===== src/rtl/tdm_pkg.sv =====
// Shared types and defaults for the TDM select+data link (mux and demux sides).
package tdm_pkg;

  localparam int TDM_N_CH  = 4;
  localparam int TDM_DWELL = 4;

  typedef enum logic {IDLE, SCAN} state_t;

  function automatic logic [31:0] bin2gray(input logic [31:0] b);
    return b ^ (b >> 1);
  endfunction

endpackage


===== src/rtl/tdm_dwell_timer.sv =====
// Counts DWELL cycles while enabled; tc marks the last cycle of each dwell.
module tdm_dwell_timer
  import tdm_pkg::*;
#(
  parameter int DWELL = TDM_DWELL
) (
  input  logic clk,
  input  logic rst,
  input  logic clr,
  input  logic en,
  output logic tc
);

  localparam int CW = (DWELL > 1) ? $clog2(DWELL) : 1;

  logic [CW-1:0] cnt_reg;

  // With DWELL=1 the counter stays at 0 and tc follows en every cycle.
  assign tc = en && (cnt_reg == CW'(DWELL - 1));

  always_ff @(posedge clk or posedge rst) begin
    if (rst)
      cnt_reg <= '0;
    else if (clr || tc)
      cnt_reg <= '0;
    else if (en)
      cnt_reg <= cnt_reg + 1'b1;
  end

endmodule


===== src/rtl/tdm_channel_mux.sv =====
// Transmit end of the select+data TDM link: snapshots SW per frame and scans it out.
// Build option: TDM_GRAY_SEL_EN puts the Gray code of the slot index on SEL.
module tdm_channel_mux
  import tdm_pkg::*;
#(
  parameter int N_CH  = TDM_N_CH,
  parameter int DWELL = TDM_DWELL,
  parameter int SELW  = $clog2(N_CH)
) (
  input  logic            CLOCK_50,
  input  logic            RST,
  input  logic            EN,
  input  logic [N_CH-1:0] SW,
  output logic [SELW-1:0] SEL,
  output logic            DOUT,
  output logic            VALID,
  output logic            FRAME,
  output logic            BUSY
);

  state_t          state_reg;
  logic [N_CH-1:0] snap_reg;
  logic [SELW-1:0] slot_reg;
  logic [SELW-1:0] slot_inc;
  logic            scan;
  logic            tc;
  logic            last_slot;
  logic            start;

  function automatic logic [SELW-1:0] sel_code(input logic [SELW-1:0] s);
`ifdef TDM_GRAY_SEL_EN
    return SELW'(bin2gray(32'(s)));
`else
    return s;
`endif
  endfunction

  assign scan      = (state_reg == SCAN);
  assign slot_inc  = slot_reg + 1'b1;
  assign last_slot = (slot_reg == SELW'(N_CH - 1));
  // A frame starts from IDLE, or back-to-back at the end of the last slot.
  assign start     = EN && (!scan || (tc && last_slot));

  tdm_dwell_timer #(.DWELL(DWELL)) u_dwell (
    .clk (CLOCK_50),
    .rst (RST),
    .clr (!scan),
    .en  (scan),
    .tc  (tc)
  );

  always_ff @(posedge CLOCK_50 or posedge RST) begin
    if (RST) begin
      state_reg <= IDLE;
      snap_reg  <= '0;
      slot_reg  <= '0;
      SEL       <= '0;
      DOUT      <= 1'b0;
      VALID     <= 1'b0;
      FRAME     <= 1'b0;
      BUSY      <= 1'b0;
    end else if (start) begin
      state_reg <= SCAN;
      snap_reg  <= SW;
      slot_reg  <= '0;
      SEL       <= sel_code('0);
      DOUT      <= SW[0];
      VALID     <= 1'b1;
      FRAME     <= 1'b1;
      BUSY      <= 1'b1;
    end else if (scan) begin
      FRAME <= 1'b0;
      if (tc) begin
        if (last_slot) begin
          state_reg <= IDLE;
          slot_reg  <= '0;
          SEL       <= '0;
          DOUT      <= 1'b0;
          VALID     <= 1'b0;
          BUSY      <= 1'b0;
        end else begin
          slot_reg <= slot_inc;
          SEL      <= sel_code(slot_inc);
          DOUT     <= snap_reg[slot_inc];
        end
      end
    end
  end

endmodule


===== config.mk =====
export PLATFORM = sky130hd
export DESIGN_NAME = tdm_channel_mux
export DESIGN_NICKNAME = d
export VERILOG_FILES = /design/src/rtl/tdm_pkg.sv /design/src/rtl/tdm_dwell_timer.sv /design/src/rtl/tdm_channel_mux.sv
export SDC_FILE = /design/constraint.sdc
export NUM_CORES = 1
export LEC_CHECK = 0
export CAP_MARGIN = 5
export CORE_MARGIN = 4
export CORE_UTILIZATION = 40
export CTS_CLUSTER_DIAMETER = 200
export DETAILED_ROUTE_END_ITERATION = 10
export PLACE_DENSITY = 0.67
export REMOVE_ABC_BUFFERS = 1
export SLEW_MARGIN = 10
export SYNTH_ARGS = -nofsm -noshare
export SYNTH_HDL_FRONTEND = slang
export SYNTH_SLANG_ARGS = --single-unit

===== constraint.sdc =====
create_clock -name CLOCK_50 -period 2.15 [get_ports CLOCK_50]
set_clock_uncertainty 0.05 [all_clocks]
set_input_delay 0.215 -clock CLOCK_50 [delete_from_list [all_inputs] [get_ports CLOCK_50]]
set_output_delay 0.215 -clock CLOCK_50 [all_outputs]
set_load 0.05 [all_outputs]

==> qor.yml <==
logic_synthesis:
  yosysWarningCount: 0
  synthTopCellsByArea: "dfrtp_1 55%, mux2_1 8.3%, ha_1 4.6%, mux4_2 4.1%, nand2b_1 2.3%"
  synth-seq-cells: 12
  syn_avg_cell_area_um2: 13.6
  synth_seq_area_share_pct: 55.2
  syn_area_um2: 544
  synth_cell_types: 21
  syn_inst: 40
  yosysTopAreaCell: "dfrtp_1"
  synth_top_area_share_pct: 55.2
clock_tree:
  cts_tree: "yes"
  clk_latency_ps: 270
  cts_setup_buffers: 0
  cts-root-buf: "clkbuf_4"
  cts_buffers: 3
  cts_htree_levels: 1
  cts_hold_buf: 0
  clockBufferDepth: 2
  cts.clk_slew.worst_paths_ps: 70
  ctsResizeCount: 0
  clock_sinks: 12
critical_path:
  end_kind: "output pin"
  crit_path_max_fanout: 5
  cp_slowest_stage_delay_ps: 840
  slowest_stage: "clkdlybuf4s50_1"
  arrival_ps: 1550
  worstPathRequired_ps: 1880
  crit_buf_inv: 1
  crit_chain: "clkdlybuf4s50_1"
  start_kind: "register"
  crit_type: "register to output pin"
  reg2reg_slack_ps: 460
  path_delay_family: "buffers and inverters"
floorplanning:
  fp-row-count: 13
  start_util_pct: 42.4
  die_y_um: 44.9
  ios: 13
  die_area_um2: 2010
  coreArea_um2: 1280
  die_w_um: 44.9
cells_and_area:
  nFillCells: 112
  insertedDiodeCount: 0
  layout-drive-gt1-share_pct: 11.3
  area_growth_pct: 26.2
  largest_reg_flops: 4
  nets: 64
global_routing:
  grt_pass1_wl_um: 1650
  antenna_found_initial: 0
  overflow: 0
  grt_start_max_net_pins: 13
  grt_util_all_layers_pct: 11.5
  grt_pass1_vias: 393
power_and_ir_drop:
  ir_drop_uv: 676
  power_mw: 1.06
  p_sw_share_pct: 40.7
  p_leak_nw: 0.305
  p_seq_share_pct: 36.7
  pwr-share-clk_pct: 12.6
  p_comb_share_pct: 50.7
  switching_power_mw: 0.429
  power.density_nw_per_um2: 1540
  p_int_mw: 0.626
timing:
  slew_headroom_pct: 66.3
  finalSetupTns_ps: 0
  rsz0062_at_grt: "no"
  finalSetupViolations: 0
  drv_slew: 0
  post-route-period-util_pct: 84.6
  tightestPinTransition_ps: 504
  holdWs_ps: 193
  hold_violations: 0
  period_needed_ps: 1820
  fmax_mhz: 550
detailed_routing:
  drt_wl_total_um: 987
  drtIter0Drc: 2
  drc: 0
  ant_nets: 0
  first_pass_iters: 2
  vias: 353
  wl_per_cell_um: 14.5
  routed_via_density: 5.19
outcome:
  status: "complete, no violations"
hold_path:
  hold_path.class: "primary input to async pin"
placed_design:
  io_buffer_count: 12
  hpwl_um: 792
  place_congestion: 0.715
job:
  cap_viol_max_count: 0
-- synthesized netlist by cell type --
| library cell | instances |
|---|---|
| buf_6 | 1 |
| and2_4 | 1 |
| mux2_1 | 4 |
| mux2i_1 | 1 |
| nand2b_1 | 2 |
| dfrtp_1 | 12 |
| a21bo_2 | 1 |
| inv_1 | 2 |
| nor3b_1 | 1 |
| nand4b_1 | 1 |
| mux4_2 | 1 |
| nor3_1 | 1 |
| o21a_1 | 1 |
| and3b_1 | 1 |
| a221o_1 | 1 |
| nand2_1 | 2 |
| o21ai_0 | 2 |
| ha_1 | 2 |
| buf_4 | 1 |
| a22o_1 | 1 |
| and4b_1 | 1 |
-- layout make-up --
type	instances	area [µm²]	area share, %
clock buffers	3	22.5	3.28
repair buffers	12	120	17.5
flip-flops and latches	12	300	43.7
multi-input cells	24	218	31.7
inverters	2	7.51	1.09
well taps	15	18.8	2.73
-- per-layer routing --
metal	wire [µm]	vias up	track usage [%]
met4	0	0	7.02
met5	0	-	0
li1	-	172	-
met1	391	173	12.4
met3	51	0	2.39
met2	543	8	20.3
-- logic make-up (layout without fill, tap and decap cells) --
kind of cell             count (synthesis)  in the layout  synth area share [%]
AO/OA/AOI/OAI                            6              6                  8.51
multiplexers                             6              6                  14.3
buffers and inverters                    4             17                  4.83
adder cells (fa/ha/maj)                  2              2                  4.60
AND/OR/NAND/NOR                         10             10                  12.6
flip-flops                              12             12                  55.2
-- cells in the final DEF (no fill, tap or decap) --
cell type | Yosys | layout
a21bo_2 | 1 | 1
a221o_1 | 1 | 1
a22o_1 | 1 | 1
and2_4 | 1 | 1
and3b_1 | 1 | 1
and4b_1 | 1 | 1
clkbuf_4 | 0 | 3
clkdlybuf4s50_1 | 0 | 12
dfrtp_1 | 12 | 12
ha_1 | 2 | 2
inv_1 | 2 | 2
mux2_1 | 4 | 4
mux2i_1 | 1 | 1
mux4_2 | 1 | 1
nand2_1 | 2 | 2
nand2b_1 | 2 | 2
nand4b_1 | 1 | 1
nor3_1 | 1 | 1
nor3b_1 | 1 | 1
o21a_1 | 1 | 1
o21ai_0 | 2 | 2
-- path summary, 6_finish.rpt --
path / cells past startpoint / from / endpoint
max reg2reg: 4 / slot_reg[0] / DOUT
min reg2reg: 1 / u_dwell.cnt_reg[0] / u_dwell.cnt_reg[0]
min in group CLOCK_50: 1 / u_dwell.cnt_reg[0] / u_dwell.cnt_reg[0]
max: 1 / slot_reg[0] / SEL[0]
min: 2 / RST / FRAME
max in group asynchronous: 2 / RST / slot_reg[1]
-- stage by stage --
stage	instances	util (%)	instance area [µm²]	setup slack [ps]
2_1_floorplan	38	-	526	250
3_3_place_gp	65	51.7	664	531
3_5_place_dp	65	51.7	664	467
4_1_cts	68	53.5	687	310
5_1_grt	68	53.5	687	263
6_report	68	53.5	687	332
-- power by group through the flow --
stage               Clock, mW  Sequential [mW]  Combinational (mW)
CTS                     0.136            0.388               0.542
floorplan                   0            0.541               0.223
global route            0.147            0.399               0.577
global placement            0            0.383               0.520
detailed placement          0            0.392               0.541
finish                  0.133            0.387               0.535
Power figures use the tool's default switching activity.
==> patch, RTL diff (config.mk and constraints unchanged) <==
Build with the macro `TDM_GRAY_SEL_EN` defined.
--- a/src/rtl/tdm_channel_mux.sv
+++ b/src/rtl/tdm_channel_mux.sv
@@ -2,2 +2,4 @@
 // Build option: TDM_GRAY_SEL_EN puts the Gray code of the slot index on SEL.
+`define TDM_GRAY_SEL_EN
+
 module tdm_channel_mux
Check against the original RTL: not equivalent (Yosys sat finds a counterexample within 10 cycles, from zero or initial values and one cycle with RST high).
==> patch against the unedited design <==
  * Worst setup slack improved by 100 ps
  * Sequential power increased by 9.0%
  * Total power is 9.8% higher
  * Design area increased by 8.4%
  * Sequential cell count is 1 higher
  * Wire length shrank 1.7%
  * Sequential share of layout area about the same
  * Critical path depth unchanged
  * Via count is 9.6% higher
  * Synthesized area up 10%
  * Critical path type unchanged
  * Critical endpoint is now SEL[1]
  * Largest cell class unchanged
==> patch: results (changes against the unedited design) <==
Outcome:
- The flow ran to the end, and the final reports show no timing, DRC or antenna violations.

GRT:
- The fraction of met1 tracks used by global routing is 15.3% (+2.9 points).
- The largest net degree at the start of global routing is 14 (+1).
- The routing usage on met3 is 4.30% (+1.9 points).
- The number of antenna violations at the first check in global routing came to 0 (unchanged).
- The global-route total usage across every layer is 10.3% (-1.2 points).
- The number of global-route vias before repair is 342 (-13%).
- The met2 capacity usage during global routing was 13.2% (-7.2 points).
- The first-pass GRT wire length is 1540 um (-6.7%).

Clock network:
- The CTS buffer count is 3 (unchanged).
- The later-pin clock latency in the skew report is 270 ps (about the same).
- The clock root buffer is sky130_fd_sc_hd__clkbuf_4.
- The clock-pin slew reported for the worst setup and hold paths after clock tree synthesis is around 80 ps.

Setup path:
- The launching point of the worst reg2reg path is u_dwell.cnt_reg[0]$_DFFE_PP0P_.
- The highest fanout seen on the critical path is 3 (-2).
- The delay of the slowest cell on the worst path is 810 ps (-30 ps).
- The endpoint of the lowest-slack register-to-register path is snap_reg[3]$_DFFE_PP0P_.
- The flop-to-flop setup slack is 520 ps (+60 ps).
- The critical path startpoint is slot_reg[1]$_DFFE_PP0P_.
- The data arrival time of the critical path is 1450 ps (-100 ps).

Logic synthesis:
- The synthesized instance count is 48 (+20%).
- The count of unique library cells instantiated by Yosys was 23 (+9.5%).
- The count of synthesis-stage warnings from yosys is 0 (unchanged).
- By area the synthesized netlist is led by sky130_fd_sc_hd__dfrtp_1 54%, sky130_fd_sc_hd__mux2_2 9.4%, sky130_fd_sc_hd__ha_1 4.2%.
- The sequential fraction of the synthesis area was 54.3% (-0.89 points).
- By count the netlist is led by 13 x sky130_fd_sc_hd__dfrtp_1, 5 x sky130_fd_sc_hd__mux2_2, 4 x sky130_fd_sc_hd__inv_1, 3 x sky130_fd_sc_hd__nand2_1.

Timing:
- The max-slew headroom at the worst pin is 66.9% (+0.59 points).
- The final hold slack came to 205 ps (+12.4 ps).

Finish:
- The share of layout cells above drive strength 1 is 18.0% (+6.7 points).
- The post-layout net count came to 71 (+11%).
- The diode insertion count for antenna repair is 0 (unchanged).

Placed design:
- The routability congestion estimate from global placement was 0.708 (-0.98%).
- The number of placed instances, taps included is 72 (+11%).
- The HPWL after detailed placement is 759 um (-4.2%).
- The cell area after placement was 718 um^2 (+8.1%).

Detailed routing:
- The length of the first detailed-routing pass in iterations is 2 (unchanged).
- The ratio of routed vias to standard cells is 5.09 (-1.9%).
- The via total after detailed routing was 387 (+9.6%).
- The total routed wirelength came to 970 um (-1.7%).
- The violation count after the first detailed-routing iteration was 3 (+1).

Power:
- The worst voltage drop across the vdd grid came to 0.655 mV (-3.1%).
- The switching power total is 0.456 mW (+6.3%).
- The standby leakage power is 0.336 nW (+10%).

Hold path:
- The path type of the worst min-delay path is primary input to async pin.

Floorplanning:
- The width of the die is 46.7 um (+4.1%).
[patch: worst max path at each step]
stage | depth (start not counted) | end | slack [ps]
CTS | 1 | SEL[1] | 420
detailed placement | 4 | snap_reg[3]$_DFFE_PP0P_ | 530
global placement | 3 | DOUT$_DFFE_PP0P_ | 520
floorplan | 3 | DOUT$_DFFE_PP0P_ | 380
global route | 1 | BUSY | 360
finish | 1 | SEL[1] | 430
[patch: cell families (layout without fill, tap and decap cells)]
logic type,after synthesis,in the layout,share of synthesized area [%]
mux,7,7,14.8
fa+ha+maj,2,2,4.17
flops,13,13,54.3
xor+xnor,1,1,1.46
simple gates,10,10,9.60
compound gates,8,8,9.81
buf+inv,7,20,5.84
[patch: power by group through the flow]
stage                     clock network, mW  logic [mW]  registers, mW
after floorplan                           0       0.298          0.562
after global placement                    0       0.589          0.423
after detailed placement                  0       0.597          0.426
after CTS                             0.149       0.598          0.422
after global routing                  0.165       0.641          0.436
final                                 0.145       0.592          0.422
[patch: cell type report]
cell class | count | area, um^2
clock buffers | 4 | 26.3
multi-input cells | 28 | 239
repair buffers | 12 | 120
well taps | 15 | 18.8
flip-flops and latches | 13 | 325
fillers | 119 | 606
inverters | 4 | 15.0
[patch: metrics by stage]
step	setup WS [ps]	total power, mW
after floorplan	381	0.860
after global placement	524	1.01
after detailed placement	533	1.02
after CTS	415	1.17
after global routing	364	1.24
final	432	1.16
[patch: metal layers]
metal	up-vias	routed length, um	share of wire [%]
li1	193	-	-
met1	181	482	50
met2	11	410	42
met3	2	66	6.8
met4	0	10	1.0
met5	-	0	0
